<file path="src/rtl/dataflow_pkg.sv">
// Inter-stage record types and the fetch state encoding for the 5-stage core.
package dataflow_pkg;

  localparam int DataSize = 32;

  typedef struct packed {
    logic [DataSize-1:0] pc;
    logic [DataSize-1:0] pc_plus_4;
    logic [31:0]         inst;
  } if_id_t;

  typedef enum logic [1:0] {
    Idle,
    Wait,
    Drop
  } fetch_state_t;

endpackage

</file>
<file path="src/rtl/instruction_pkg.sv">
// Instruction-encoding constants shared by the front end of the core.
package instruction_pkg;

  localparam logic [31:0] NopInstruction = 32'h0000_0013;

endpackage

</file>
<file path="src/rtl/sync_fifo.sv">
// Small synchronous FIFO with clear; head entry is visible combinationally.
module sync_fifo #(
  parameter int Width = 8,
  parameter int Depth = 2,
  localparam int PtrW = $clog2(Depth),
  localparam int CntW = PtrW + 1
) (
  input  logic             clock,
  input  logic             reset,
  input  logic             clear,
  input  logic             push,
  input  logic             pop,
  input  logic [Width-1:0] push_data,
  output logic [Width-1:0] head_data,
  output logic [CntW-1:0]  count,
  output logic             full,
  output logic             empty
);

  logic [Width-1:0] mem [Depth];
  logic [PtrW-1:0]  rd_ptr;
  logic [PtrW-1:0]  wr_ptr;

  always_ff @(posedge clock) begin
    if (reset || clear) begin
      rd_ptr <= '0;
      wr_ptr <= '0;
      count  <= '0;
    end else begin
      if (push) wr_ptr <= wr_ptr + PtrW'(1);
      if (pop)  rd_ptr <= rd_ptr + PtrW'(1);
      count <= count + CntW'(push) - CntW'(pop);
    end
  end

  // Storage is plain data: no reset, and a cleared push never lands.
  always_ff @(posedge clock) begin
    if (push && !clear) mem[wr_ptr] <= push_data;
  end

  assign head_data = mem[rd_ptr];
  assign full      = (count == CntW'(Depth));
  assign empty     = (count == '0);

endmodule

</file>
<file path="src/rtl/fetch_stage.sv">
// Instruction fetch: owns the PC, keeps one memory request outstanding and
// buffers fetched words for Decode; flush redirects and squashes in-flight work.
module fetch_stage
  import dataflow_pkg::*;
  import instruction_pkg::*;
#(
  parameter logic [DataSize-1:0] ResetPc   = '0,
  parameter int                  FifoDepth = 2
) (
  input  logic                clock,
  input  logic                reset,
  output logic                inst_mem_en,
  output logic [DataSize-1:0] inst_mem_addr,
  input  logic                inst_mem_ack,
  input  logic [31:0]         inst_mem_rd_dat,
  input  logic                stall,
  input  logic                flush,
  input  logic [DataSize-1:0] flush_pc,
  output if_id_t              if_id,
  output logic                if_id_valid
);

  localparam int CntW = $clog2(FifoDepth) + 1;

  fetch_state_t        state, state_nxt;
  logic [DataSize-1:0] fetch_pc, fetch_pc_nxt;
  logic [DataSize-1:0] drop_pc, drop_pc_nxt;
  logic [DataSize-1:0] addr_sel;
  logic [CntW-1:0]     count;
  logic [CntW-1:0]     count_after_push;
  logic                fifo_full, fifo_empty;
  logic                push, pop, space, ack_wait;
  if_id_t              push_rec, head_rec;

  assign pop              = if_id_valid && !stall;
  assign space            = !fifo_full || pop;
  assign ack_wait         = inst_mem_ack && (state == Wait);
  assign push             = ack_wait && !flush;
  assign count_after_push = count + CntW'(1) - CntW'(pop);
  assign push_rec         = '{pc:        fetch_pc,
                              pc_plus_4: fetch_pc + DataSize'(4),
                              inst:      inst_mem_rd_dat};

  sync_fifo #(
    .Width($bits(if_id_t)),
    .Depth(FifoDepth)
  ) u_fifo (
    .clock    (clock),
    .reset    (reset),
    .clear    (flush),
    .push     (push),
    .pop      (pop),
    .push_data(push_rec),
    .head_data(head_rec),
    .count    (count),
    .full     (fifo_full),
    .empty    (fifo_empty)
  );

  always_comb begin
    state_nxt    = state;
    fetch_pc_nxt = fetch_pc;
    drop_pc_nxt  = drop_pc;
    if (flush) begin
      fetch_pc_nxt = {flush_pc[DataSize-1:2], 2'b00};
      // An unanswered request must still complete on the bus at its old address.
      if (state != Idle && !inst_mem_ack) begin
        state_nxt = Drop;
        if (state == Wait) drop_pc_nxt = fetch_pc;
      end else begin
        state_nxt = Wait;
      end
    end else begin
      unique case (state)
        Idle: if (space) state_nxt = Wait;
        Wait: begin
          if (inst_mem_ack) begin
            fetch_pc_nxt = fetch_pc + DataSize'(4);
            state_nxt    = (count_after_push < CntW'(FifoDepth)) ? Wait : Idle;
          end
        end
        Drop: if (inst_mem_ack) state_nxt = Wait;
        default: state_nxt = Idle;
      endcase
    end
  end

  always_ff @(posedge clock) begin
    if (reset) begin
      state    <= Idle;
      fetch_pc <= ResetPc;
    end else begin
      state    <= state_nxt;
      fetch_pc <= fetch_pc_nxt;
    end
  end

  always_ff @(posedge clock) begin
    drop_pc <= drop_pc_nxt;
  end

  assign addr_sel      = (state == Drop) ? drop_pc : fetch_pc;
  assign inst_mem_en   = (state != Idle);
  assign inst_mem_addr = {addr_sel[DataSize-1:2], 2'b00};
  assign if_id_valid   = !fifo_empty;
  assign if_id         = if_id_valid ? head_rec
                                     : '{pc: '0, pc_plus_4: '0, inst: NopInstruction};

endmodule
</file>
<file path="config.mk">
export PLATFORM = sky130hd
export DESIGN_NAME = fetch_stage
export DESIGN_NICKNAME = d
export VERILOG_FILES = /design/src/rtl/dataflow_pkg.sv /design/src/rtl/instruction_pkg.sv /design/src/rtl/sync_fifo.sv /design/src/rtl/fetch_stage.sv
export SDC_FILE = /design/constraint.sdc
export NUM_CORES = 1
export LEC_CHECK = 0
export ABC_AREA = 1
export CAP_MARGIN = 20
export CORE_MARGIN = 4
export CORE_UTILIZATION = 37
export CTS_CLUSTER_DIAMETER = 100
export DETAILED_ROUTE_END_ITERATION = 12
export PLACE_DENSITY = 0.62
export SETUP_SLACK_MARGIN = 0.2
export SYNTH_ARGS = -nofsm -noshare
export SYNTH_HDL_FRONTEND = slang
export SYNTH_SLANG_ARGS = --single-unit
</file>
<file path="constraint.sdc">
create_clock -name clock -period 15.95 [get_ports clock]
set_input_delay 1.595 -clock clock [delete_from_list [all_inputs] [get_ports clock]]
set_output_delay 1.595 -clock clock [all_outputs]
set_load 0.005 [all_outputs]
</file>
# Word level (Yosys, flattened, before mapping)
# Memory sizes are Yosys's and may differ from the RTL's. A register that Yosys moved wholly into a read port is not among the register bits.
# Index checks and enable logic that the tools add are counted.
[totals] register_bits=70 latch_bits=0 ram_bits=192 mem_bits_ro=0 in_bits=69 out_inout_bits=130 elab_cells=60 mem_count=1
[memory_table] name="u_fifo.mem" words=2 word_bits=96 read_ports=1 rd_clocked_by_memory_dff=1 write_ports=1 line="sync_fifo.sv:20" source="logic [Width-1:0] mem [Depth];"
[classes] add_sub_neg=7 n_mul=0 div_mod_pow=0 magnitude_cmp=1 n_eq_ne=6 shift=0 mux=16 bitwise=0 n_reduce_logical=22
[op_table] cell="$mux 32" n=4
[op_table] cell="$mux 96" n=1
[op_table] cell="$add 32x3->32 const B" n=1
[op_table] cell="$mux 2" n=5
[op_table] cell="$ne 3x3->1 const B" n=3
[op_table] cell="$pmux 2 s3" n=1
[op_table] cell="$reduce_and 3->1" n=2
[op_table] cell="$reduce_bool 2->1" n=3
[op_table] cell="$logic_and 1x1->1" n=5
[op_table] cell="$logic_not 1->1" n=5
[op_table] cell="$mux 1" n=5
[op_table] cell="$eq 2x2->1 const B" n=2
[op_table] cell="$logic_not 2->1" n=2
[op_table] cell="$reduce_and 2->1" n=2
[op_table] cell="$sub 2x1->2" n=2
[op_table] cell="$add 1x1->1 const B" n=2
[op_table] cell="$add 2x1->2" n=1
[op_table] cell="$add 2x1->2 const B" n=1
[op_table] cell="$eq 2x1->1 const B" n=1
[op_table] cell="$logic_or 1x1->1" n=2
[op_table] cell="$lt 2x2->1 const B" n=1
[op_table] cell="$reduce_or 2->1" n=1

# Depth between registers and ports, before layout
# Gate-level depths: netlist of run 1.
[depth] depth_word=9 mapped_depth=10 depth_no_buf=10

# Modules after synthesis
# From an unflattened synthesis of run 1, not the netlist that was laid out.
[unflattened] cells_unflattened=1036 area_unflattened_um2=11741.3
[by_module_without_submodules] mod="sync_fifo" instances=1 cells_each=329 area_each_um2=7358.3 seq_area_each_um2=5865.6
[by_module_without_submodules] mod="fetch_stage" instances=1 cells_each=707 area_each_um2=4383.0 seq_area_each_um2=1541.5

# Worst setup path before layout of run 1
# Ideal clock, no wire load.
[synth_timing] path_kind="in2reg" startpoint="input flush" endpoint="memory u_fifo.mem[0][0] (netlist name), enable pin" setup_ns=0.544 arrival_time_ns=5.882 t_required_ns=15.406 setup_slack_ns=9.524 path_stages=4 n_path_buf=1 path_cell_list="clkbuf_1 -> nor2_1 -> inv_1 -> nor2_1"
[synth_via] elab_chain_cells=5
[synth_rtl] element="from (decl)" line="fetch_stage.sv:17" source="input logic flush,"
[synth_rtl] element="$logic_not 1->1 (*)" line="sync_fifo.sv:38, fetch_stage.sv:38"
[synth_rtl] element="$logic_and 1x1->1" line="fetch_stage.sv:38" source="assign push = ack_wait && !flush;"
[synth_rtl] element="$logic_and 1x1->1 (*)" line="sync_fifo.sv:38" source="if (push && !clear) mem[wr_ptr] <= push_data;"
[synth_rtl] element="$mux 1 (*)" line="sync_fifo.sv:38"
[synth_rtl] element="$mux 1 (implied by the code) (*)" line="sync_fifo.sv:38"
[synth_rtl] element="to (decl)" line="sync_fifo.sv:20"
# Every way passes the cells marked *; elsewhere a longest branch is shown, timed or not.

# Worst setup path in the final report of run 1
[layout_timing] startpoint="input flush" endpoint="memory u_fifo.mem[0][51] (netlist name), enable pin"
# The elaborated chain is that of the path after synthesis.

==> results of run 1 <==
-- sequential cells by signal, summed over array words and instances (netlist names), named ones only --
register       cells
u_fifo.wr_ptr      1
drop_pc           30
state              2
u_fifo.mem       184
u_fifo.rd_ptr      1
fetch_pc          30
u_fifo.count       2
-- layout make-up --
cell class | instances | area, sq um | area share, %
clock buffers | 34 | 752.0 | 5.436
clock inverters | 15 | 127.6 | 0.9226
inverters | 66 | 249.0 | 1.800
multi-input cells | 666 | 3084 | 22.30
flip-flops and latches | 251 | 7171 | 51.84
well taps | 378 | 473.0 | 3.419
repair buffers | 200 | 1977 | 14.29
-- logic make-up after synthesis --
group                    count (synthesis)  synth area share (%)
AO/OA/AOI/OAI                          170                 8.103
XOR/XNOR                                17                 1.817
adder cells (fa/ha/maj)                  4                0.4691
buffers and inverters                  120                 4.503
flip-flops                             251                 67.17
other                                    1               0.03514
AND/OR/NAND/NOR                        469                 17.91
-- worst paths after layout --
kind,startpoint,endpoint,slack (ns),cells after the start
worst max-delay path,flush,u_fifo.mem[0][51],11.12,6
worst min-delay path,u_fifo.wr_ptr,u_fifo.wr_ptr,0.52,2
worst max register to register,state[0],u_fifo.mem[0][51],12.20,7
worst min register to register,u_fifo.wr_ptr,u_fifo.wr_ptr,0.52,2
-- cell usage after synthesis (all sizes together) --
cell type,instances,share of area [%]
conb,1,0.035
nor2,55,2.6
o21ai,47,2.2
edfxtp,214,60
a311oi,1,0.082
clkbuf,39,1.4
a31oi,8,0.47
xnor2,5,0.41
nand3,21,0.98
nand2,384,14
nor3b,2,0.14
nor3,1,0.047
ha,4,0.47
inv,66,2.3
a21oi,114,5.3
buf,15,0.81
or2,2,0.12
dfxtp,37,6.9
xor2,12,1.4
and2,4,0.23
-- power groups by stage --
| stage | registers (mW) | logic [mW] | clock network (mW) |
|---|---|---|---|
| detailed placement | 0.758 | 0.102 | 0 |
| global placement | 0.757 | 0.101 | 0 |
| floorplan | 0.754 | 0.0445 | 0 |
| finish | 0.744 | 0.101 | 0.608 |
| global route | 0.746 | 0.112 | 0.647 |
| CTS | 0.744 | 0.103 | 0.623 |
-- placed cells by master (no fill, tap or decap), drive strengths merged --
master         count
or2                2
a21oi            114
ha                 4
nand2            384
clkinvlp           2
o21ai             47
a311oi             1
clkinv            12
clkbuf            34
nor3               1
bufinv             2
dfxtp             37
inv               65
and2               4
clkdlybuf4s50    190
a31oi              8
buf               10
nor2              55
nor3b              2
edfxtp           214
xor2              12
xnor2              5
conb               6
nand3             21
-- worst max-delay path, cell delays in order --
cell,delay [ns]
clkdlybuf4s50_1,0.39
buf_4,0.27
nor2_4,0.72
inv_1,0.28
nor2_4,0.72
buf_4,0.86
-- layer usage --
layer  GRT usage, %  up-vias  wire length [um]
met5              0        -                17
met4          4.415        2               706
met3          3.238       50              1794
met2          29.60      226             13410
met1          23.19     3688             12140
li1               -     3788                 -
==> flow_metrics.tcl, run 1 <==
set metrics [dict create \
    crit_fanout 66 \
    die-area_sq_mm 0.03162 \
    fmax_mhz 207.2 \
    wl_mm 28.07 \
    grt_use_total_pct 17.44 \
    status "finished, final reports clean" \
    fin_area_sq_mm 0.01383 \
    swShare_pct 21.37 \
    portBuffers 190 \
    finalPower_mw 1.453 \
    chipHeight_um 177.8 \
    worstSetupStartpointType "input port" \
    pwr-share-clk_pct 41.9 \
    setup_viol 0 \
    slew_headroom_pct 33.89 \
    avgSynthCellArea_sq_um 10.34 \
    clock_path_buffers 3 \
    cts_buffers 27 \
    avgViaCountPerCell 4.816 \
    crit_type "in2reg" \
    core-area_sq_mm 0.02809 \
    wire_per_inst_um 17.44 \
    holdBufCountCts 0 \
    detail-route-antenna-nets 0 \
    clk_pin_slew_ns 0.06 \
    synth.cell_area_sq_mm 0.01067 \
    vdd_ir_drop_max_uv 72.73 \
    p_int_mw 1.142 \
    post-place-cells 1561 \
    area_delta_synth_final_pct 29.64 \
    drc 0 \
    clk_latency_ns 0.52 \
    p_per_area_mw_per_mm2 105.0 \
    firstDrtPassIters 4 \
    post_cts_buffers 0 \
    synth_cells 1032 \
    fin_skew_ns 0.005227 \
    power_frac_comb_pct 6.9 \
    hp-class "reg2reg" \
    yosysSeqAreaShare_pct 67.17 \
    grt_pass1_vias 7719 \
    drive_gt1_share_pct 6.981 \
    hpwl_mm 17.76 \
    setup_tns_ns 0 \
    gr-total-overflow 0 \
    dp_slack_ns 10.51 \
    finalMaxSlewViolations 0 \
    tightest_slew_ns 0.9916 \
    num-fill-cells 2577 \
    fin_crit_sh_pct 30.26 \
    final_core_util_pct 49.25 \
    first_iter_violations 458 \
    cp-end-kind "register" \
    finalNonFillerCells 1610 \
    p_seq_share_pct 51.2 \
    rsz0062_at_grt "false" \
    ys_ff_latch 251 \
    place_area_sq_mm 0.01295 \
    required_ns 16.09 \
    grt_max_degree 70 \
    htree_levels 1 \
    leakagePower_nw 4.882 \
    ctsResizeCount 0 \
    num_vias 7754 \
    diodes 0 \
    cts_tree "done" \
    fin_nets 1285 \
    maxCapViolCount 0 \
    finalHoldWorstSlack_ns 0.5189 \
    final_hold_viol_count 0 \
    rows 61 \
    cts_sinks 251 \
    num_io_pins 199 \
    antenna_found_initial 1 \
    place.gp.congestion 0.8295 \
    power_switching_mw 0.3104 \
    fin_crit_ns 4.826 \
    arrival_ns 4.97 \
    grt_pass1_wl_mm 42.97 \
    cts_root_buf "clkbuf_16" \
    die_w_um 177.8 \
    initial_utilization_pct 37.99 \
    yosysUniqueCellTypes 27 \
    timing.final.ws_setup_ns 11.12 \
    synth_warnings 0 \
]
Note: power is estimated with default switching activity, not from simulation.
==> inputs of run 2 (changes only) <==
--- a/config.mk
+++ b/config.mk
@@ -11,7 +11,7 @@
 export CORE_UTILIZATION = 37
 export CTS_CLUSTER_DIAMETER = 100
 export DETAILED_ROUTE_END_ITERATION = 12
-export PLACE_DENSITY = 0.62
+export PLACE_DENSITY = 0.64
 export SETUP_SLACK_MARGIN = 0.2
 export SYNTH_ARGS = -nofsm -noshare
 export SYNTH_HDL_FRONTEND = slang
==> constraint.sdc (replaced) <==
create_clock -name clock -period 4.2 [get_ports clock]
set_input_delay 0.42 -clock clock [delete_from_list [all_inputs] [get_ports clock]]
set_output_delay 0.42 -clock clock [all_outputs]
set_load 0.005 [all_outputs]
==> flow_metrics.tcl, run 2 (synthesis results as in run 1) <==
set metrics [dict create \
    hpwl_mm 18.27 \
    p_per_area_mw_per_mm2 410.5 \
    fin_area_sq_mm 0.01398 \
    holdBufCountCts 0 \
    cts_sinks 251 \
    rsz0062_at_grt "false" \
    final_hold_viol_count 0 \
    num_vias 7822 \
    setup_viol 0 \
    clock_path_buffers 3 \
    firstDrtPassIters 4 \
    slowest_delay_ns 0.60 \
    core-area_sq_mm 0.02809 \
    first_iter_violations 565 \
    rows 61 \
    slew_headroom_pct 45.74 \
    mostFrequentLayoutCells "nand2_1 (378), edfxtp_1 (214), clkdlybuf4s50_1 (190)" \
    regMostFlops "u_fifo.mem" \
    drive_gt1_share_pct 7.661 \
    num-fill-cells 2587 \
    avgViaCountPerCell 4.834 \
    cts_buffers 28 \
    cp-end-kind "primary output" \
    crit_chain "inv_2, buf_4, nand2_1, a21oi_1, clkdlybuf4s50_1" \
    finalMaxSlewViolations 0 \
    place.gp.congestion 0.7994 \
    grt_use_total_pct 17.43 \
    area_delta_synth_final_pct 31.03 \
    cts_tree "done" \
    die_w_um 177.8 \
    crit_type "reg2out" \
    min_path_cells 1 \
    worst-path-buf-inv 3 \
    largest_reg_flops 184 \
    grt_pass1_wl_mm 42.93 \
    tightest_slew_ns 0.8119 \
    largestRegisters "u_fifo.mem: 184 flops, drop_pc: 30 flops, fetch_pc: 30 flops" \
    hp-class "in2reg" \
    worstSetupStartpointType "register" \
    detail-route-antenna-nets 0 \
    setup_tns_ns 0 \
    gr-total-overflow 0 \
    ctsResizeCount 0 \
    finalNonFillerCells 1618 \
    vdd_ir_drop_max_uv 242.4 \
    cts_root_buf "clkbuf_16" \
    arrival_ns 2.85 \
    reg2regPathDepth 9 \
    fin_crit_sh_pct 77.78 \
    chipHeight_um 177.8 \
    portBuffers 190 \
    fin_crit_ns 3.267 \
    initial_utilization_pct 37.99 \
    status "finished, final reports clean" \
    final_common_cell "nand2_1" \
    worst-path-stages 5 \
    critPathTopFamily "buffers and inverters" \
    final_core_util_pct 49.78 \
    grt_max_degree 62 \
    clk_latency_ns 0.53 \
    crit_slowest_cell "buf_4" \
    fin_skew_ns 0.01437 \
    maxCapViolCount 0 \
    drc 0 \
    wire_per_inst_um 17.45 \
    die-area_sq_mm 0.03162 \
    place_area_sq_mm 0.01300 \
    post-place-cells 1566 \
    clk_pin_slew_ns 0.06 \
    diodes 0 \
    antenna_found_initial 0 \
    num_io_pins 199 \
    required_ns 3.78 \
    fmax_mhz 306.1 \
    htree_levels 1 \
    leakagePower_nw 4.965 \
    fin_nets 1291 \
    wl_mm 28.24 \
    post_cts_buffers 0 \
    crit_fanout 61 \
    grt_pass1_vias 7530 \
]
run 2: path summary, 6_finish.rpt:
check	from	end	slack (ns)
max	register	if_id[53]	0.93
min	inst_mem_rd_dat[1]	u_fifo.mem[0][1]	0.47
max reg2reg	u_fifo.count[1]	u_fifo.count[1]	1.82
min reg2reg	fetch_pc[31]	drop_pc[31]	0.52
run 2: routing by layer:
layer	track usage (%)	part of all wire, %	vias to the layer above
met5	0	0	-
met4	5.382	2.9	0
met3	3.281	6.4	41
met2	28.84	47	248
met1	23.39	43	3728
li1	-	-	3805
run 2: area by class of cell:
class | instances | area (sq um) | area share [%]
flip-flops and latches | 251 | 7171 | 51.29
multi-input cells | 666 | 3079 | 22.02
repair buffers | 205 | 2027 | 14.50
clock buffers | 42 | 844.6 | 6.041
well taps | 378 | 473.0 | 3.383
inverters | 66 | 247.7 | 1.772
clock inverters | 10 | 138.9 | 0.9934
run 2: report_power, final:
group	internal (mW)	switching (mW)	total [mW]	leakage (nW)
clock	1.57	0.954	2.53	0.484
sequential	2.77	0.0531	2.83	2.26
combinational	0.187	0.200	0.386	2.22
run 2: stage by stage:
step	power, mW	setup WS, ns	hold slack (ns)
2_1_floorplan	3.030	0.4976	0.4650
3_3_place_gp	3.260	1.444	0.5034
3_5_place_dp	3.267	1.432	0.5040
4_1_cts	5.794	0.8567	0.4456
5_1_grt	5.940	0.7323	0.4544
6_report	5.738	0.9330	0.4716
==> inputs of run 3 (changes only) <==
==> constraint.sdc (replaced) <==
create_clock -name clock -period 2.9 [get_ports clock]
set_input_delay 0.29 -clock clock [delete_from_list [all_inputs] [get_ports clock]]
set_output_delay 0.29 -clock clock [all_outputs]
set_load 0.005 [all_outputs]
==> flow_metrics.tcl, run 3 (synthesis results as in run 1) <==
set metrics [dict create \
    status "finished, final reports clean" \
    clock_path_buffers 3 \
    worstHoldStart "inst_mem_rd_dat[24]" \
    avgViaCountPerCell 4.867 \
    core-area_sq_mm 0.02809 \
    drive_gt1_share_pct 7.933 \
    cts_sinks 251 \
    final_common_cell "nand2_1" \
    arrival_ns 2.33 \
    pwr-share-clk_pct 43.5 \
    detail-route-antenna-nets 0 \
    min_to "u_fifo.mem[1][24]" \
    hp-class "in2reg" \
    finalHoldWorstSlack_ns 0.3532 \
    clk_latency_ns 0.53 \
    power_frac_comb_pct 7.0 \
    hpwl_mm 18.50 \
    die-area_sq_mm 0.03162 \
    cts_buffers 27 \
    grt_max_degree 54 \
    finalPower_mw 8.258 \
    dp_slack_ns 0.6183 \
    holdBufCountCts 0 \
    rsz0062_at_grt "true" \
    p_int_mw 6.538 \
    worstSetupStartpointType "register" \
    final_hold_viol_count 0 \
    timing.final.ws_setup_ns 0.2815 \
    clk_pin_slew_ns 0.06 \
    reg2regPathDepth 9 \
    place.gp.congestion 0.7997 \
    die_w_um 177.8 \
    fin_nets 1301 \
    fin_skew_ns 0.01875 \
    swShare_pct 20.82 \
    chipHeight_um 177.8 \
    grt_use_total_pct 17.64 \
    crit_fanout 21 \
    post-place-cells 1572 \
    first_iter_violations 415 \
    area_delta_synth_final_pct 32.41 \
    drc 0 \
    cp-end-kind "primary output" \
    largestRegisters "u_fifo.mem: 184 flops, drop_pc: 30 flops, fetch_pc: 30 flops" \
    leakagePower_nw 5.025 \
    cts_tree "done" \
    num_io_pins 199 \
    num_vias 7913 \
    finalMaxSlewViolations 0 \
    rrSetupSlack_ns 0.89 \
    grt_pass1_wl_mm 43.68 \
    portBuffers 190 \
    vdd_ir_drop_max_uv 446.7 \
    rows 61 \
    diodes 0 \
    antenna_found_initial 0 \
    required_ns 2.61 \
    finalNonFillerCells 1626 \
    p_per_area_mw_per_mm2 584.5 \
    fin_crit_sh_pct 90.29 \
    power_switching_mw 1.719 \
    slew_headroom_pct 58.27 \
    crit_type "reg2out" \
    wl_mm 28.28 \
    regMostFlops "u_fifo.mem" \
    r2r-start "state[0]" \
    grt_pass1_vias 7802 \
    setup_viol 0 \
    maxCapViolCount 0 \
    min_path_cells 1 \
    largest_reg_flops 184 \
    cts_root_buf "clkbuf_16" \
    wire_per_inst_um 17.39 \
    mostFrequentLayoutCells "nand2_1 (378), edfxtp_1 (214), clkdlybuf4s50_1 (190)" \
    tightest_slew_ns 0.6239 \
    initial_utilization_pct 37.99 \
    htree_levels 1 \
    fmax_mhz 381.9 \
    p_seq_share_pct 49.5 \
    num-fill-cells 2545 \
    firstDrtPassIters 5 \
    reg2reg_to "u_fifo.count[1]" \
    fin_crit_ns 2.618 \
    gr-total-overflow 0 \
]
==> run 3: changes by cell type in the layout (fill, tap and decap cells not counted) <==
cell,delta
buf_12,+5
buf_16,+1
buf_4,+2
buf_6,+2
bufbuf_16,+1
bufinv_16,+3
clkbuf_1,+1
clkbuf_16,-2
clkbuf_8,-7
clkinv_1,+3
clkinv_2,-3
clkinv_8,-1
clkinvlp_4,+3
==> run 3: through the flow <==
step	setup TNS [ns]	instance area, sq um	util [%]
after global placement	0	13110	46.66
after global routing	0	14130	50.30
final	0	14130	50.30
after CTS	0	14120	50.29
after detailed placement	0	13110	46.66
after floorplan	-153.14	10690	-
==> run 3: layout make-up <==
cell class / count / area [sq um] / area share, %
multi-input combinational: 666 / 3079 / 21.79
sequential: 251 / 7171 / 50.75
clock buffer: 34 / 701.9 / 4.968
inverter: 66 / 247.7 / 1.753
tap: 378 / 473.0 / 3.347
timing repair buffer: 216 / 2225 / 15.75
clock inverter: 15 / 231.5 / 1.638
==> run 3: power by group through the flow <==
stage | sequential (mW) | combinational [mW] | clock [mW]
floorplan | 4.14 | 0.245 | 0
detailed placement | 4.16 | 0.578 | 0
CTS | 4.08 | 0.588 | 3.67
global placement | 4.16 | 0.571 | 0
global route | 4.09 | 0.638 | 3.81
finish | 4.08 | 0.580 | 3.59
==> run 3: worst max-delay path, stage by stage, from the launching register on <==
cell	delay, ns
dfxtp_4	0.44
inv_2	0.13
buf_12	0.19
buf_4	0.23
nand2_1	0.07
a21oi_1	0.20
clkdlybuf4s50_1	0.54
==> run 3: worst max-delay path by stage <==
stage,endpoint,cells after the start,start,slack [ns]
2_1_floorplan,u_fifo.mem[0][0],6,state[0],-0.79
3_3_place_gp,if_id[45],4,register,0.64
3_5_place_dp,if_id[52],4,register,0.62
4_1_cts,if_id[52],4,register,0.19
5_1_grt,if_id[37],6,register,0.15
6_report,if_id[72],6,register,0.28
==> run 3: per-layer routing <==
metal / global-route usage [%] / part of all wire, %
met1: 23.89 / 44
met2: 29.60 / 48
met3: 2.919 / 5.7
met4: 4.705 / 2.5
met5: 0 / 0
==> run 3: timing repair <==
action / CTS / global route
endpoints found under the setup margin: 62 / 14
gates cloned: 1 / 0
setup buffers: 4 / 0
resized for setup: 1 / 1
pin swaps: 1 / 0
